File: src/rtl/ccip_mmio_router.sv
// CCI-P c0 Rx splitter: registers c0, forwards host responses, routes MMIO requests
// into per-port show-ahead FIFOs and merges port/unmapped read responses onto c2.
module ccip_mmio_router #(
    parameter int unsigned NUM_PORTS      = 2,
    parameter int unsigned PORT_SPAN_LOG2 = 12,
    parameter int unsigned FIFO_DEPTH     = 8
) (
    input  logic                      clk,
    input  logic                      reset,
    input  logic                      c0_rspValid,
    input  logic                      c0_mmioRdValid,
    input  logic                      c0_mmioWrValid,
    input  logic [27:0]               c0_hdr,
    input  logic [511:0]              c0_data,
    output logic                      host_rspValid,
    output logic [27:0]               host_hdr,
    output logic [511:0]              host_data,
    output logic [NUM_PORTS-1:0]      mmio_valid,
    output logic [NUM_PORTS-1:0]      mmio_is_rd,
    output logic [28*NUM_PORTS-1:0]   mmio_hdr,
    output logic [64*NUM_PORTS-1:0]   mmio_data,
    input  logic [NUM_PORTS-1:0]      mmio_ready,
    input  logic [NUM_PORTS-1:0]      port_c2_valid,
    input  logic [9*NUM_PORTS-1:0]    port_c2_tid,
    input  logic [64*NUM_PORTS-1:0]   port_c2_data,
    output logic [NUM_PORTS-1:0]      port_c2_ready,
    output logic                      c2_mmioRdValid,
    output logic [8:0]                c2_tid,
    output logic [63:0]               c2_data,
    output logic [15:0]               drop_count,
    output logic [15:0]               unmapped_count
);

    localparam int unsigned HDR_W  = 28;
    localparam int unsigned TID_W  = 9;
    localparam int unsigned DW     = 64;
    localparam int unsigned CDW    = 512;
    localparam int unsigned CNT_W  = 16;
    localparam int unsigned AW     = $clog2(FIFO_DEPTH);
    localparam int unsigned PW     = (NUM_PORTS > 1) ? $clog2(NUM_PORTS) : 1;

    typedef struct packed {
        logic             is_rd;
        logic [HDR_W-1:0] hdr;
        logic [DW-1:0]    data;
    } mmio_req_t;

    // Input stage S1
    logic             s1_rsp;
    logic             s1_rd;
    logic             s1_wr;
    logic [HDR_W-1:0] s1_hdr;
    logic [CDW-1:0]   s1_data;

    always_ff @(posedge clk) begin
        if (reset) begin
            s1_rsp  <= 1'b0;
            s1_rd   <= 1'b0;
            s1_wr   <= 1'b0;
            s1_hdr  <= '0;
            s1_data <= '0;
        end else begin
            s1_rsp  <= c0_rspValid;
            s1_rd   <= c0_mmioRdValid;
            s1_wr   <= c0_mmioWrValid;
            s1_hdr  <= c0_hdr;
            s1_data <= c0_data;
        end
    end

    assign host_rspValid = s1_rsp;
    assign host_hdr      = s1_hdr;
    assign host_data     = s1_data;

    // Address decode
    logic [31:0]   s1_port_full;
    logic [PW-1:0] s1_port;
    logic          s1_req;
    logic          s1_mapped;
    mmio_req_t     s1_entry;

    assign s1_port_full = 32'(s1_hdr[27:12]) >> PORT_SPAN_LOG2;
    assign s1_port      = s1_port_full[PW-1:0];
    assign s1_req       = s1_rd | s1_wr;
    assign s1_mapped    = s1_port_full < NUM_PORTS;
    assign s1_entry     = '{is_rd: s1_rd, hdr: s1_hdr, data: s1_data[DW-1:0]};

    logic [NUM_PORTS-1:0] port_drop;

    for (genvar p = 0; p < int'(NUM_PORTS); p++) begin : g_port
        mmio_req_t   mem [FIFO_DEPTH];
        mmio_req_t   head;
        logic [AW:0] wr_ptr;
        logic [AW:0] rd_ptr;
        logic        empty;
        logic        full;
        logic        hit;
        logic        push;
        logic        pop;

        assign empty = (wr_ptr == rd_ptr);
        assign full  = (wr_ptr[AW] != rd_ptr[AW]) && (wr_ptr[AW-1:0] == rd_ptr[AW-1:0]);
        assign hit   = s1_req && s1_mapped && (s1_port == PW'(p));
        assign pop   = !empty && mmio_ready[p];
        // A pop in the same cycle frees the slot, so a full FIFO still accepts.
        assign push  = hit && (!full || pop);
        assign port_drop[p] = hit && full && !pop;

        always_ff @(posedge clk) begin
            if (reset) begin
                wr_ptr <= '0;
                rd_ptr <= '0;
            end else begin
                if (push) wr_ptr <= wr_ptr + (AW+1)'(1);
                if (pop)  rd_ptr <= rd_ptr + (AW+1)'(1);
            end
        end

        always_ff @(posedge clk) begin
            if (push) mem[wr_ptr[AW-1:0]] <= s1_entry;
        end

        assign head = mem[rd_ptr[AW-1:0]];
        assign mmio_valid[p]               = !empty;
        assign mmio_is_rd[p]               = !empty && head.is_rd;
        assign mmio_hdr[p*HDR_W +: HDR_W]  = empty ? '0 : head.hdr;
        assign mmio_data[p*DW +: DW]       = empty ? '0 : head.data;
    end

    // Unmapped-read tid FIFO feeding the default responder
    logic [TID_W-1:0] unm_mem [FIFO_DEPTH];
    logic [AW:0]      unm_wr;
    logic [AW:0]      unm_rd;
    logic             unm_empty;
    logic             unm_full;
    logic             unm_hit;
    logic             unm_push;
    logic             unm_pop;
    logic             unm_drop;
    logic [TID_W-1:0] unm_head;

    assign unm_empty = (unm_wr == unm_rd);
    assign unm_full  = (unm_wr[AW] != unm_rd[AW]) && (unm_wr[AW-1:0] == unm_rd[AW-1:0]);
    assign unm_hit   = s1_req && !s1_mapped;
    assign unm_push  = unm_hit && s1_rd && !unm_full;
    assign unm_drop  = unm_hit && s1_rd && unm_full;
    assign unm_pop   = !unm_empty;
    assign unm_head  = unm_mem[unm_rd[AW-1:0]];

    always_ff @(posedge clk) begin
        if (reset) begin
            unm_wr <= '0;
            unm_rd <= '0;
        end else begin
            if (unm_push) unm_wr <= unm_wr + (AW+1)'(1);
            if (unm_pop)  unm_rd <= unm_rd + (AW+1)'(1);
        end
    end

    always_ff @(posedge clk) begin
        if (unm_push) unm_mem[unm_wr[AW-1:0]] <= s1_hdr[TID_W-1:0];
    end

    // Saturating event counters
    logic drop_evt;
    assign drop_evt = (|port_drop) | unm_drop;

    always_ff @(posedge clk) begin
        if (reset) begin
            drop_count     <= '0;
            unmapped_count <= '0;
        end else begin
            if (drop_evt && drop_count != '1)    drop_count     <= drop_count + CNT_W'(1);
            if (unm_hit && unmapped_count != '1) unmapped_count <= unmapped_count + CNT_W'(1);
        end
    end

    // Grants are held off during reset and the cycle after it.
    logic rst_d;
    logic grant_blk;

    always_ff @(posedge clk) begin
        rst_d <= reset;
    end
    assign grant_blk = reset | rst_d;

    // Round-robin port arbiter; the unmapped responder has absolute priority.
    logic [PW-1:0]        rr_ptr;
    logic                 grant_any;
    logic [PW-1:0]        grant_idx;
    logic [NUM_PORTS-1:0] grant_vec;
    logic [TID_W-1:0]     sel_tid;
    logic [DW-1:0]        sel_data;

    always_comb begin : p_arb
        int          j;
        logic [PW-1:0] jj;
        j         = 0;
        jj        = '0;
        grant_any = 1'b0;
        grant_idx = '0;
        grant_vec = '0;
        sel_tid   = '0;
        sel_data  = '0;
        if (unm_empty && !grant_blk) begin
            for (int k = 0; k < int'(NUM_PORTS); k++) begin
                j = int'(rr_ptr) + k;
                if (j >= int'(NUM_PORTS)) j = j - int'(NUM_PORTS);
                jj = PW'(j);
                if (!grant_any && port_c2_valid[jj]) begin
                    grant_any = 1'b1;
                    grant_idx = jj;
                    grant_vec = NUM_PORTS'(1) << j;
                    sel_tid   = TID_W'(port_c2_tid >> (j * int'(TID_W)));
                    sel_data  = DW'(port_c2_data >> (j * int'(DW)));
                end
            end
        end
    end

    assign port_c2_ready = grant_vec;

    always_ff @(posedge clk) begin
        if (reset) begin
            rr_ptr <= '0;
        end else if (grant_any) begin
            rr_ptr <= (grant_idx == PW'(NUM_PORTS - 1)) ? '0 : grant_idx + PW'(1);
        end
    end

    // Registered c2 output
    always_ff @(posedge clk) begin
        if (reset) begin
            c2_mmioRdValid <= 1'b0;
            c2_tid         <= '0;
            c2_data        <= '0;
        end else if (!unm_empty) begin
            c2_mmioRdValid <= 1'b1;
            c2_tid         <= unm_head;
            c2_data        <= '1;
        end else if (grant_any) begin
            c2_mmioRdValid <= 1'b1;
            c2_tid         <= sel_tid;
            c2_data        <= sel_data;
        end else begin
            c2_mmioRdValid <= 1'b0;
        end
    end

endmodule
File: config.mk
export PLATFORM = sky130hd
export DESIGN_NAME = ccip_mmio_router
export DESIGN_NICKNAME = d
export VERILOG_FILES = /design/src/rtl/ccip_mmio_router.sv
export SDC_FILE = /design/constraint.sdc
export NUM_CORES = 2
export LEC_CHECK = 0
export ABC_AREA = 1
export CORE_AREA = 2 2 589 591
export DETAILED_ROUTE_END_ITERATION = 16
export DIE_AREA = 0 0 591 593
export PLACE_DENSITY = 0.51
export SLEW_MARGIN = 25
export SYNTH_ARGS = -nofsm -noshare
export SYNTH_HDL_FRONTEND = slang
export SYNTH_SLANG_ARGS = --single-unit
File: constraint.sdc
create_clock -name clk -period 17 [get_ports clk]
set_input_delay 3.4 -clock clk [delete_from_list [all_inputs] [get_ports clk]]
set_output_delay 3.4 -clock clk [all_outputs]
set_load 0.05 [all_outputs]
==> flow_metrics.py <==
metrics = {
    "hold_path": {
        "hp-class": "register to register",
        "min-delay-start": "c2_data[9]",
    },
    "synthesis": {
        "synth_edf_count": 1560,
        "synth-main-ff-cell": "edfxtp_1",
        "synth-async-reset-ratio_pct": 0,
        "netlist_instances": 7548,
        "yosysUniqueCellTypes": 40,
        "seq_area_frac_synth_pct": 71.9,
        "syn_area_um2": 84200,
        "syn_avg_cell_area_um2": 11.2,
        "ys_warn_count": 0,
        "synth_fp_nets": 8251,
        "ys_ff_latch": 2244,
    },
    "power_and_ir_drop": {
        "p_sw_w": 0.00517,
        "intPower_w": 0.0103,
        "p_comb_share_pct": 23.4,
        "p_seq_share_pct": 40.2,
        "total_leakage_power_nw": 41.6,
        "sw_frac_of_total_pct": 33.3,
        "power_density_nw_per_um2": 137,
        "vdd_ir_drop_max_uv": 76.9,
        "clock_power_share_pct": 36.4,
    },
    "worst_setup_path": {
        "crit_path_start_kind": "input pin",
        "cpMaxStageDelayCell": "clkdlybuf4s50_1",
        "crit_type": "input pin to output port",
        "end_kind": "output port",
        "critPathMaxStageDelay_ns": 0.88,
        "crit-reg2reg-launch": "host_hdr[27]",
        "critPathLaunch": "reset",
        "cp_top_family": "buffers and inverters",
        "cp_cell_sequence": "buf_8 > nor2_2 > inv_1 > nor3_2 > inv_2 > nor2_1 > clkdlybuf4s50_1",
        "arrival_ns": 6.58,
        "crit_fanout": 55,
        "path_buf_inv": 4,
        "worst_ep_required_time_ns": 13.60,
    },
    "floorplanning": {
        "num_io_pins": 1532,
        "die-area_um2": 350000,
        "start_util_pct": 24.4,
        "die_w_um": 591,
        "die_h_um": 593,
        "rows": 216,
        "core_area_um2": 345000,
    },
    "drt": {
        "vias": 62695,
        "drc": 0,
        "firstDrtPassIters": 7,
        "drtIter0Drc": 5167,
        "drt_wl_total_um": 372000,
        "final_antenna_net_count": 0,
        "avgRoutedWirePerCell_um": 26.7,
        "vias_per_cell": 4.50,
    },
    "global_routing": {
        "antenna_found_initial": 104,
        "grt_max_degree": 228,
        "overflow": 0,
        "track_usage_pct": 20.4,
        "grt_pass1_vias": 60286,
        "grt_pass1_wl_um": 497000,
    },
    "clock_tree": {
        "clock-sinks": 2244,
        "htreeDepth": 5,
        "cts_root_buffer": "clkbuf_16",
        "postCtsSetupRepairBufs": 0,
        "cts_tree": "done",
        "cts_buffers": 265,
        "ctsHoldBuffers": 0,
        "path_clk_slew_ns": 0.06,
        "cts_resized": 0,
        "clock_latency_ns": 0.91,
        "cts_buffer_depth": 4,
    },
    "timing": {
        "worst_pin_slew_ns": 1.13,
        "slew_headroom_pct": 24.4,
        "fin_ws_ns": 7.02,
        "setup_tns_ns": 0,
        "finClkSkew_ns": 0.0549,
        "hold_violations": 0,
        "fmax_mhz": 100,
        "rsz0062_at_grt": "no",
        "slew_violations": 0,
        "hold_slack_ns": 0.453,
        "setup_viol": 0,
        "period_share_pct": 58.7,
        "timing.final.crit_period_ns": 9.98,
    },
    "place": {
        "hpwl_um": 265000,
        "place_ws_ns": 6.99,
        "place_congestion": 0.903,
        "port_buffers": 1531,
    },
    "final_layout": {
        "fin_nets": 9703,
        "final_common_cell": "nor2_1",
        "nFillCells": 34472,
        "final_cell_mix": "nor2_1 (2225), edfxtp_1 (1560), clkdlybuf4s50_1 (1516)",
        "area_delta_synth_final_pct": 34.8,
        "layout-drive-gt1-share_pct": 6.46,
    },
    "status": {
        "status": "complete, no violations",
    },
    "job": {
        "cap_violations": 0,
    },
}
## flip-flops by register name, indices dropped and copies added, names as in the netlist, named ones only
register	count
s1_rd	1
rr_ptr	1
host_rspValid	1
g_port.mem	1488
host_hdr	28
unm_rd	4
unmapped_count	16
c2_tid	9
g_port.rd_ptr	8
host_data	512
c2_mmioRdValid	1
s1_wr	1
g_port.wr_ptr	8
rst_d	1
c2_data	64
drop_count	16
unm_mem	72
unm_wr	4
## through the flow
step / area [um2] / cells / utilization, % / power (W)
CTS: 113000 / 13787 / 32.8 / 0.0157
global placement: 104000 / 13303 / 30.3 / 0.0100
floorplan: 84200 / 7548 / - / 0.00836
detailed placement: 104000 / 13305 / 30.3 / 0.0100
global route: 113000 / 13882 / 32.9 / 0.0161
finish: 113000 / 13923 / 32.9 / 0.0155
## layout make-up
type	count	area (um2)	area share [%]
Sequential cell	2244	60600	53.4
Multi-Input combinational cell	4154	19300	17.0
Timing Repair Buffer	1643	16300	14.4
Clock buffer	358	7420	6.54
Tap cell	4578	5730	5.05
Inverter	692	2620	2.31
Clock inverter	124	1170	1.03
Antenna cell	130	325	0.287
## layer usage
metal / up-vias / wire length (um) / global-route usage (%)
li1: 28697 / - / -
met1: 31072 / 146000 / 24.6
met2: 2291 / 176000 / 34.0
met3: 591 / 25900 / 4.27
met4: 44 / 23300 / 11.7
met5: - / 305 / 0
## logic make-up after synthesis
kind of cell | count (synthesis) | share of synthesized area, %
multiplexers | 8 | 0.0951
AND/OR/NAND/NOR | 2812 | 12.8
adder cells (fa/ha/maj) | 8 | 0.119
XOR/XNOR | 16 | 0.166
flip-flops | 2244 | 71.9
AO/OA/AOI/OAI | 1310 | 9.67
buffers and inverters | 1150 | 5.28
## synth_stat cells (8+ instances only)
cell	count	area (um2)
xnor2_1	10	87.6
nand3_1	44	220
mux2i_1	8	80.1
nand2_1	485	1820
ha_1	8	100
nor3_1	17	85.1
buf_2	74	370
o21ai_1	23	115
a22o_1	25	219
o32ai_1	372	3260
dfxtp_1	684	13700
o211ai_1	27	203
a21oi_1	78	390
nand4_1	8	50.1
clkbuf_1	351	1320
nor2_1	2237	8400
buf_1	26	97.6
edfxtp_1	1560	46800
inv_1	682	2560
o21ai_0	774	3870
## worst paths after layout
kind | depth (start not counted) | to | slack (ns)
worst min register to register | 2 | c2_data[9] | 0.45
worst max-delay path | 7 | port_c2_ready[0] | 7.02
worst max register to register | 10 | g_port[1].mem[6][17] | 12.88
worst min-delay path | 2 | c2_data[9] | 0.45
## tightest hold or removal path: cells and delay by family (launching register included)
family,cells,cell delay (ns)
DFF,1,0.31
and+or+nand+nor,2,0.10
## power by group through the flow
stage | Combinational, W | Clock [W] | Sequential, W
floorplan | 0.00164 | 0 | 0.00673
CTS | 0.00368 | 0.00580 | 0.00623
global route | 0.00384 | 0.00600 | 0.00625
detailed placement | 0.00367 | 0 | 0.00635
global placement | 0.00366 | 0 | 0.00634
finish | 0.00363 | 0.00564 | 0.00623
Power figures use the tool's default switching activity.
